### config.mk
export PLATFORM = sky130hd
export DESIGN_NAME = camera64x64_host_flat
export DESIGN_NICKNAME = d
export VERILOG_FILES = /design/src/rtl/camera64x64_host_if.sv /design/src/rtl/camera64x64_host.sv /design/src/flat_wrapper.sv
export SDC_FILE = /design/constraint.sdc
export NUM_CORES = 1
export LEC_CHECK = 0
export ABC_AREA = 0
export CAP_MARGIN = 15
export CORE_ASPECT_RATIO = 0.9
export CORE_MARGIN = 2
export CORE_UTILIZATION = 39
export DETAILED_ROUTE_END_ITERATION = 6
export GPL_ROUTABILITY_DRIVEN = 0
export PLACE_DENSITY = 0.53
export SYNTH_ARGS = -nofsm -noshare
export SYNTH_HDL_FRONTEND = slang
export SYNTH_SLANG_ARGS = --single-unit
### constraint.sdc
create_clock -name CLK -period 6.4 [get_ports CLK]
set_input_delay 0.96 -clock CLK [delete_from_list [all_inputs] [get_ports CLK]]
set_output_delay 0.96 -clock CLK [all_outputs]
set_load 0.01 [all_outputs]
### src/rtl/camera64x64_host_if.sv
// Pin bundle between the 64x64 camera host reader and its environment.
// The host side uses the master modport; the camera/downstream side uses slave.
interface camera64x64_host_if;
    logic       EN;
    logic       INT;
    logic       LOOKUP;
    logic       MISO;
    logic       SCLK;
    logic       CS_N;
    logic [7:0] PIX_DATA;
    logic       PIX_VALID;
    logic       FRAME_TAG;
    logic       FRAME_DONE;
    logic       TMO;
    logic       BUSY;

    modport master (
        input  EN, INT, LOOKUP, MISO,
        output SCLK, CS_N, PIX_DATA, PIX_VALID, FRAME_TAG, FRAME_DONE, TMO, BUSY
    );

    modport slave (
        output EN, INT, LOOKUP, MISO,
        input  SCLK, CS_N, PIX_DATA, PIX_VALID, FRAME_TAG, FRAME_DONE, TMO, BUSY
    );
endinterface

### src/rtl/camera64x64_host.sv
// Host-side SPI frame reader for the 64x64 camera: reads NBYTE pixel bytes per
// frame, then waits for a fresh INT edge (or the watchdog) before the next read.
module camera64x64_host #(
    parameter int          DIV     = 4,
    parameter int          NBYTE   = 4096,
    parameter logic [31:0] TIMEOUT = 32'h0000_5DC8
) (
    input  logic               CLK,
    input  logic               RST,
    camera64x64_host_if.master bus
);
    localparam int PW = $clog2(DIV + 1);
    localparam int BW = $clog2(NBYTE + 1);
    localparam logic [PW-1:0] PHASE_LAST = PW'(DIV - 1);
    localparam logic [BW-1:0] BYTE_LAST  = BW'(NBYTE - 1);
    localparam logic [31:0]   WD_LAST    = TIMEOUT - 32'd1;

    typedef enum logic [2:0] {IDLE, SETUP, SHIFT, HOLD, WAIT_INT} state_t;

    // Bit 0 = INT, bit 1 = LOOKUP, bit 2 = MISO
    logic [2:0] async_in;
    logic [2:0] sync_s;
    assign async_in = {bus.MISO, bus.LOOKUP, bus.INT};

    genvar gi;
    generate
        for (gi = 0; gi < 3; gi++) begin : g_sync
            logic s1_reg;
            logic s2_reg;
            always_ff @(posedge CLK or posedge RST) begin
                if (RST) begin
                    s1_reg <= 1'b0;
                    s2_reg <= 1'b0;
                end else begin
                    s1_reg <= async_in[gi];
                    s2_reg <= s1_reg;
                end
            end
            assign sync_s[gi] = s2_reg;
        end
    endgenerate

    logic int_s, lookup_s, miso_s;
    assign int_s    = sync_s[0];
    assign lookup_s = sync_s[1];
    assign miso_s   = sync_s[2];

    logic int_prev_reg;
    logic int_edge;
    assign int_edge = int_s & ~int_prev_reg;

    // The edge detector tracks INT in every state, so an edge that happened
    // outside WAIT_INT is already consumed by the time WAIT_INT is entered.
    always_ff @(posedge CLK or posedge RST) begin
        if (RST) int_prev_reg <= 1'b0;
        else     int_prev_reg <= int_s;
    end

    state_t        state_reg;
    logic [PW-1:0] phase_reg;
    logic [2:0]    bit_reg;
    logic [BW-1:0] byte_reg;
    logic [31:0]   wd_reg;
    logic [6:0]    shreg_reg;
    logic          sclk_reg, cs_n_reg, pix_valid_reg, frame_tag_reg;
    logic          frame_done_reg, tmo_reg, busy_reg;
    logic [7:0]    pix_data_reg;

    always_ff @(posedge CLK or posedge RST) begin
        if (RST) begin
            state_reg      <= IDLE;
            phase_reg      <= '0;
            bit_reg        <= '0;
            byte_reg       <= '0;
            wd_reg         <= '0;
            shreg_reg      <= '0;
            sclk_reg       <= 1'b0;
            cs_n_reg       <= 1'b1;
            pix_data_reg   <= 8'h00;
            pix_valid_reg  <= 1'b0;
            frame_tag_reg  <= 1'b0;
            frame_done_reg <= 1'b0;
            tmo_reg        <= 1'b0;
            busy_reg       <= 1'b0;
        end else begin
            pix_valid_reg  <= 1'b0;
            frame_done_reg <= 1'b0;
            tmo_reg        <= 1'b0;
            if (!bus.EN) begin
                state_reg <= IDLE;
                cs_n_reg  <= 1'b1;
                sclk_reg  <= 1'b0;
                busy_reg  <= 1'b0;
                phase_reg <= '0;
                bit_reg   <= '0;
                byte_reg  <= '0;
                wd_reg    <= '0;
            end else begin
                case (state_reg)
                    IDLE: begin
                        state_reg <= SETUP;
                        cs_n_reg  <= 1'b0;
                        busy_reg  <= 1'b1;
                        phase_reg <= '0;
                    end
                    SETUP: begin
                        if (phase_reg == PHASE_LAST) begin
                            phase_reg <= '0;
                            sclk_reg  <= 1'b1;
                            state_reg <= SHIFT;
                        end else begin
                            phase_reg <= phase_reg + 1'b1;
                        end
                    end
                    SHIFT: begin
                        if (phase_reg != PHASE_LAST) begin
                            phase_reg <= phase_reg + 1'b1;
                        end else if (sclk_reg) begin
                            // End of high phase: sample, MSB first
                            phase_reg <= '0;
                            sclk_reg  <= 1'b0;
                            shreg_reg <= {shreg_reg[5:0], miso_s};
                            if (bit_reg == 3'd7) begin
                                pix_data_reg  <= {shreg_reg, miso_s};
                                pix_valid_reg <= 1'b1;
                            end
                        end else begin
                            phase_reg <= '0;
                            bit_reg   <= bit_reg + 1'b1;
                            if (bit_reg == 3'd7 && byte_reg == BYTE_LAST) begin
                                byte_reg       <= '0;
                                cs_n_reg       <= 1'b1;
                                state_reg      <= HOLD;
                                frame_done_reg <= (DIV == 1);
                            end else begin
                                if (bit_reg == 3'd7) byte_reg <= byte_reg + 1'b1;
                                sclk_reg <= 1'b1;
                            end
                        end
                    end
                    HOLD: begin
                        if (phase_reg == PHASE_LAST) begin
                            phase_reg <= '0;
                            busy_reg  <= 1'b0;
                            wd_reg    <= '0;
                            state_reg <= WAIT_INT;
                        end else begin
                            phase_reg      <= phase_reg + 1'b1;
                            frame_done_reg <= (DIV >= 2) && (phase_reg == PW'(DIV - 2));
                        end
                    end
                    WAIT_INT: begin
                        // A fresh INT edge beats a coincident timeout
                        if (int_edge || wd_reg == WD_LAST) begin
                            tmo_reg       <= !int_edge;
                            frame_tag_reg <= lookup_s;
                            state_reg     <= SETUP;
                            cs_n_reg      <= 1'b0;
                            busy_reg      <= 1'b1;
                            phase_reg     <= '0;
                        end else begin
                            wd_reg <= wd_reg + 32'd1;
                        end
                    end
                    default: state_reg <= IDLE;
                endcase
            end
        end
    end

    assign bus.SCLK       = sclk_reg;
    assign bus.CS_N       = cs_n_reg;
    assign bus.PIX_DATA   = pix_data_reg;
    assign bus.PIX_VALID  = pix_valid_reg;
    assign bus.FRAME_TAG  = frame_tag_reg;
    assign bus.FRAME_DONE = frame_done_reg;
    assign bus.TMO        = tmo_reg;
    assign bus.BUSY       = busy_reg;
endmodule

### src/flat_wrapper.sv
// flat-port wrapper written by rule: the top's interface ports become plain ports
module camera64x64_host_flat 
#(
    parameter int          DIV     = 4,
    parameter int          NBYTE   = 4096,
    parameter logic [31:0] TIMEOUT = 32'h0000_5DC8
)
  (CLK, RST, bus_EN, bus_INT, bus_LOOKUP, bus_MISO, bus_SCLK, bus_CS_N, bus_PIX_DATA, bus_PIX_VALID, bus_FRAME_TAG, bus_FRAME_DONE, bus_TMO, bus_BUSY);
  camera64x64_host_if bus_i ();
  input  logic CLK;
  input  logic RST;
  input wire logic [$bits(bus_i.EN)-1:0] bus_EN;
  input wire logic [$bits(bus_i.INT)-1:0] bus_INT;
  input wire logic [$bits(bus_i.LOOKUP)-1:0] bus_LOOKUP;
  input wire logic [$bits(bus_i.MISO)-1:0] bus_MISO;
  output wire logic [$bits(bus_i.SCLK)-1:0] bus_SCLK;
  output wire logic [$bits(bus_i.CS_N)-1:0] bus_CS_N;
  output wire logic [$bits(bus_i.PIX_DATA)-1:0] bus_PIX_DATA;
  output wire logic [$bits(bus_i.PIX_VALID)-1:0] bus_PIX_VALID;
  output wire logic [$bits(bus_i.FRAME_TAG)-1:0] bus_FRAME_TAG;
  output wire logic [$bits(bus_i.FRAME_DONE)-1:0] bus_FRAME_DONE;
  output wire logic [$bits(bus_i.TMO)-1:0] bus_TMO;
  output wire logic [$bits(bus_i.BUSY)-1:0] bus_BUSY;
  assign bus_i.EN = bus_EN;
  assign bus_i.INT = bus_INT;
  assign bus_i.LOOKUP = bus_LOOKUP;
  assign bus_i.MISO = bus_MISO;
  assign bus_SCLK = bus_i.SCLK;
  assign bus_CS_N = bus_i.CS_N;
  assign bus_PIX_DATA = bus_i.PIX_DATA;
  assign bus_PIX_VALID = bus_i.PIX_VALID;
  assign bus_FRAME_TAG = bus_i.FRAME_TAG;
  assign bus_FRAME_DONE = bus_i.FRAME_DONE;
  assign bus_TMO = bus_i.TMO;
  assign bus_BUSY = bus_i.BUSY;
  camera64x64_host #(.DIV(DIV), .NBYTE(NBYTE), .TIMEOUT(TIMEOUT)) u_core (.CLK(CLK), .RST(RST), .bus(bus_i));
endmodule
# Word level (Yosys, flattened, before mapping)
# Index checks and enable logic that the tools add are counted.
# op_classes
muxes,54
add_sub_neg,4
eq_ne,26
n_bitwise,3
reduce_logical,16
# ops
operator,n
$mux 32,3
$mux 13,6
$pmux 32 s2,1
$mux 3,15
$add 32x1->32 const B,1
$eq 32x15->1 const B,1
$mux 1,24
$ne 3x2->1 const B,5
$pmux 3 s5,1
$reduce_and 3->1,5
$add 13x1->13 const B,1
$eq 13x12->1 const B,1
$eq 3x2->1 const B,4
$pmux 3 s4,1
$reduce_and 5->1,2
$ne 3x1->1 const B,3
$ne 3x3->1 const B,3
$ne 4x1->1 const B,2
$reduce_and 4->1,2
$add 3x1->3 const B,2
$eq 3x3->1 const B,2
$pmux 1 s3,2
$reduce_and 6->1,1
$ne 5x2->1 const B,1
12 further kinds,14
# word_totals
inputBits,6
word_cells,124
output_inout_bits,15
ff_bits,83

# Depth between registers and ports, before layout
# logic_depth
ltp_word,7
depth_mapped,8

# Worst setup path after synthesis
# Ideal clock, no wire load.
# synth_path
path_type,input to register
start,input port bus_EN
end,"register u_core.pix_data_reg[0], in the netlist u_core.bus.PIX_DATA[0]"
setup_ps,125
t_arrival_ps,2326
path_slack_ps,3949
cell_stages,5
required_ps,6275
path_cell_list,clkbuf_1 -> nand3_1 -> nor4_4 -> nand2_1 -> mux2_2
# synth_via
elab_chain_cells,1
# synth_lines
item,line,text
start: declaration,flat_wrapper.sv:12,input wire logic [$bits(bus_i.EN)-1:0] bus_EN;
$reduce_and 5->1 (no source line),--,
end signal: assignment,camera64x64_host.sv:124,"pix_data_reg <= {shreg_reg, miso_s};"
end: declaration,camera64x64_host.sv:67,logic [7:0] pix_data_reg;
# No other way between the ends.
# A chain may end at the register's enable or synchronous reset.

# Worst setup path in the final report
# layout_path
start,input port bus_EN
end,register u_core.wd_reg[25]
# layout_via
elab_chain_cells,2
# layout_lines
item,line,text
$ne 3x3->1 (no source line) (tied with other cells),--,
$reduce_and 3->1 (no source line),--,
end signal: assignment,camera64x64_host.sv:162,wd_reg <= wd_reg + 32'd1;
end: declaration,camera64x64_host.sv:63,logic [31:0] wd_reg;
# Several ways; a longest one is shown, not always the timed one.

==> impl_metrics.csv <==
group,metric,value,unit
timing,setup_tns,0,ns
setup_path,regToRegStartpoint,"u_core.wd_reg[0]",
detailed_routing,finalWirelength,10500,um
yosys,synth_flop_cell,"dfrtp_1",
clocking,cts_tree,"done",
clocking,cts_buffer_depth,2,
clocking,numCtsBuffers,9,
power_and_ir_drop,powerDensity,229,mW/mm^2
yosys,yosysTopAreaCell,"dfrtp_1",
power_and_ir_drop,power_leakage,2.06,nW
yosys,syn_area,0.00442,sq mm
clocking,clk_latency,0.33,ns
timing,setup_viol,0,
detailed_routing,first_pass_iters,4,
die,core_region_area,0.0109,sq mm
placed_design,place_area,0.00472,sq mm
job,maxCapViolCount,0,
hold_path,holdCritPathClass,"reg -> reg",
timing,hold_violations,0,
timing,fmax,330,MHz
hold_path,hold_path_depth,0,
hold_path,holdPathEnd,"u_core.g_sync[1].s2_reg",
cells_and_area,layout_commonest_cell,"dfrtp_1",
setup_path,r2r_end,"u_core.wd_reg[25]",
detailed_routing,wl_per_cell,17.0,um
timing,post-route-period-util,0.474,
cells_and_area,drive_gt1_frac,0.130,
yosys,synth_seq_cells,83,
detailed_routing,route.vias.total,3612,
cells_and_area,diodes,0,
clocking,cts_resized,0,
setup_path,critPathKind,"in -> reg",
timing,maxSlewHeadroom,0.327,
die,start_util,0.404,
yosys,ys_seq_area_frac,0.470,
setup_path,path_max_fanout,19,
setup_path,worst_r2r_path_depth,6,
clocking,clkSlewWorstSetupHoldPaths,0.07,ns
clocking,ctsHtreeMaxLevel,3,
cells_and_area,largest_reg_flops,32,
clocking,post_cts_hold_buffer_count,0,
grt,grt_pass1_vias,3395,
cells_and_area,fin_util,0.464,
setup_path,arrival,3.20,ns
cells_and_area,design_area,0.00507,sq mm
die,io_pins,21,
power_and_ir_drop,irDropWorstVdd,0.127,mV
setup_path,regToRegSetupSlack,3.64,ns
timing,finalMaxSlewViolations,0,
cells_and_area,fin_nets,476,
cells_and_area,syn2layout_area_growth,14.8,%
setup_path,critPathLaunchType,"input pin",
grt,grt_usage,0.182,
placed_design,dp_hpwl,6970,um
yosys,yosys.area.top_type_share,0.464,
detailed_routing,antenna_left,0,
clocking,cts_setup_buffers,0,
placed_design,portBuffers,20,
yosys,synth_edf_count,0,
status,outcome,"complete, no violations",
yosys,syn_inst,449,
timing,rsz0062_at_grt,"no",
clocking,cts_sinks,83,
timing,skew,0.00802,ns
setup_path,crit_path_end_kind,"flip-flop",
grt,grt_start_max_net_pins,84,
yosys,synth_cell_type_count,68,
yosys,async_reset_ff_frac,1.00,
yosys,synth_warnings,0,
timing,period_needed,3.03,ns
yosys,avgSynthCellArea,9.84,sq um
die,row_count,36,
die,dieArea,0.0122,sq mm
detailed_routing,drc,0,
detailed_routing,vias_per_cell,5.82,
detailed_routing,drt_iter0_markers,202,
setup_path,crit_required,6.57,ns
grt,grt_pass1_wl,17600,um
die,chipHeight,105,um
power_and_ir_drop,total_power,1.16,mW
timing,worst_pin_slew,1.01,ns
grt,antenna_found_initial,0,
clocking,cts-root-buf,"clkbuf_16",
yosys,synth.area.top_cells,"dfrtp_1, mux2_2, nand4_1, nor2_1, nand2_1",
die,die_width,116,um
cells_and_area,final_cell_mix,"dfrtp_1, nor2_1, nand2_1, nand3_1, nand4_1",
grt,grt_overflow,0,
yosys,syn_nets,461,
hold_path,min_from,"u_core.g_sync[1].s1_reg",
-- kinds of logic after synthesis --
kind of cell	Yosys count	synth area share
XOR/XNOR	8	0.0159
flip-flops	83	0.470
multiplexers	19	0.0476
AND/OR/NAND/NOR	203	0.256
buffers and inverters	43	0.0464
adder cells (fa/ha/maj)	6	0.0170
AO/OA/AOI/OAI	87	0.146
-- through the flow --
| step | hold slack (ns) | setup slack, ns | std cells |
|---|---|---|---|
| 3_5_place_dp | 0.338 | 3.04 | 604 |
| 5_1_grt | 0.371 | 3.18 | 621 |
| 2_1_floorplan | 0.331 | 3.30 | 449 |
| 3_3_place_gp | 0.333 | 3.09 | 604 |
| 6_report | 0.354 | 3.37 | 621 |
| 4_1_cts | 0.357 | 3.39 | 620 |
-- report_power, final --
part / switching (mW) / total, mW / internal (mW)
clock network: 0.230 / 0.579 / 0.349
logic: 0.0298 / 0.0453 / 0.0155
registers: 0.00652 / 0.537 / 0.531
-- critical path: stages --
cell,delay [ns]
clkdlybuf4s50_1,0.63
inv_1,0.47
a221oi_2,0.16
a21oi_2,0.77
o221ai_1,0.21
-- cell usage after synthesis (7+ instances only) --
| master | instances |
|---|---|
| nand2_1 | 38 |
| buf_2 | 8 |
| nor2_1 | 41 |
| mux2_2 | 16 |
| nor4_1 | 10 |
| o21ai_0 | 12 |
| a21oi_1 | 13 |
| inv_1 | 23 |
| nor3_1 | 13 |
| dfrtp_1 | 82 |
| o221ai_1 | 12 |
| nand3_1 | 27 |
| a221o_1 | 7 |
| a31oi_1 | 9 |
| nand4_1 | 26 |
-- routing by layer --
metal,vias to the layer above,wire (um),track usage
met2,88,4600,0.265
met3,15,505,0.0342
met5,-,0,0
li1,1720,-,-
met1,1789,5280,0.278
met4,0,154,0.0468
-- cell type report --
type | count | area (sq um)
clock buffers | 9 | 225
clock inverters | 7 | 105
fillers | 1054 | 5870
inverters | 23 | 87.6
multi-input cells | 323 | 2140
flip-flops and latches | 83 | 2080
well taps | 152 | 190
repair buffers | 24 | 250
-- how the worst max path moves through the flow --
stage | from | endpoint
2_1_floorplan | RST | u_core.bit_reg[0]
3_3_place_gp | bus_EN | u_core.wd_reg[3]
3_5_place_dp | bus_EN | u_core.wd_reg[25]
4_1_cts | bus_EN | u_core.wd_reg[25]
5_1_grt | bus_EN | u_core.wd_reg[13]
6_report | bus_EN | u_core.wd_reg[25]
Power figures use the tool's default switching activity.
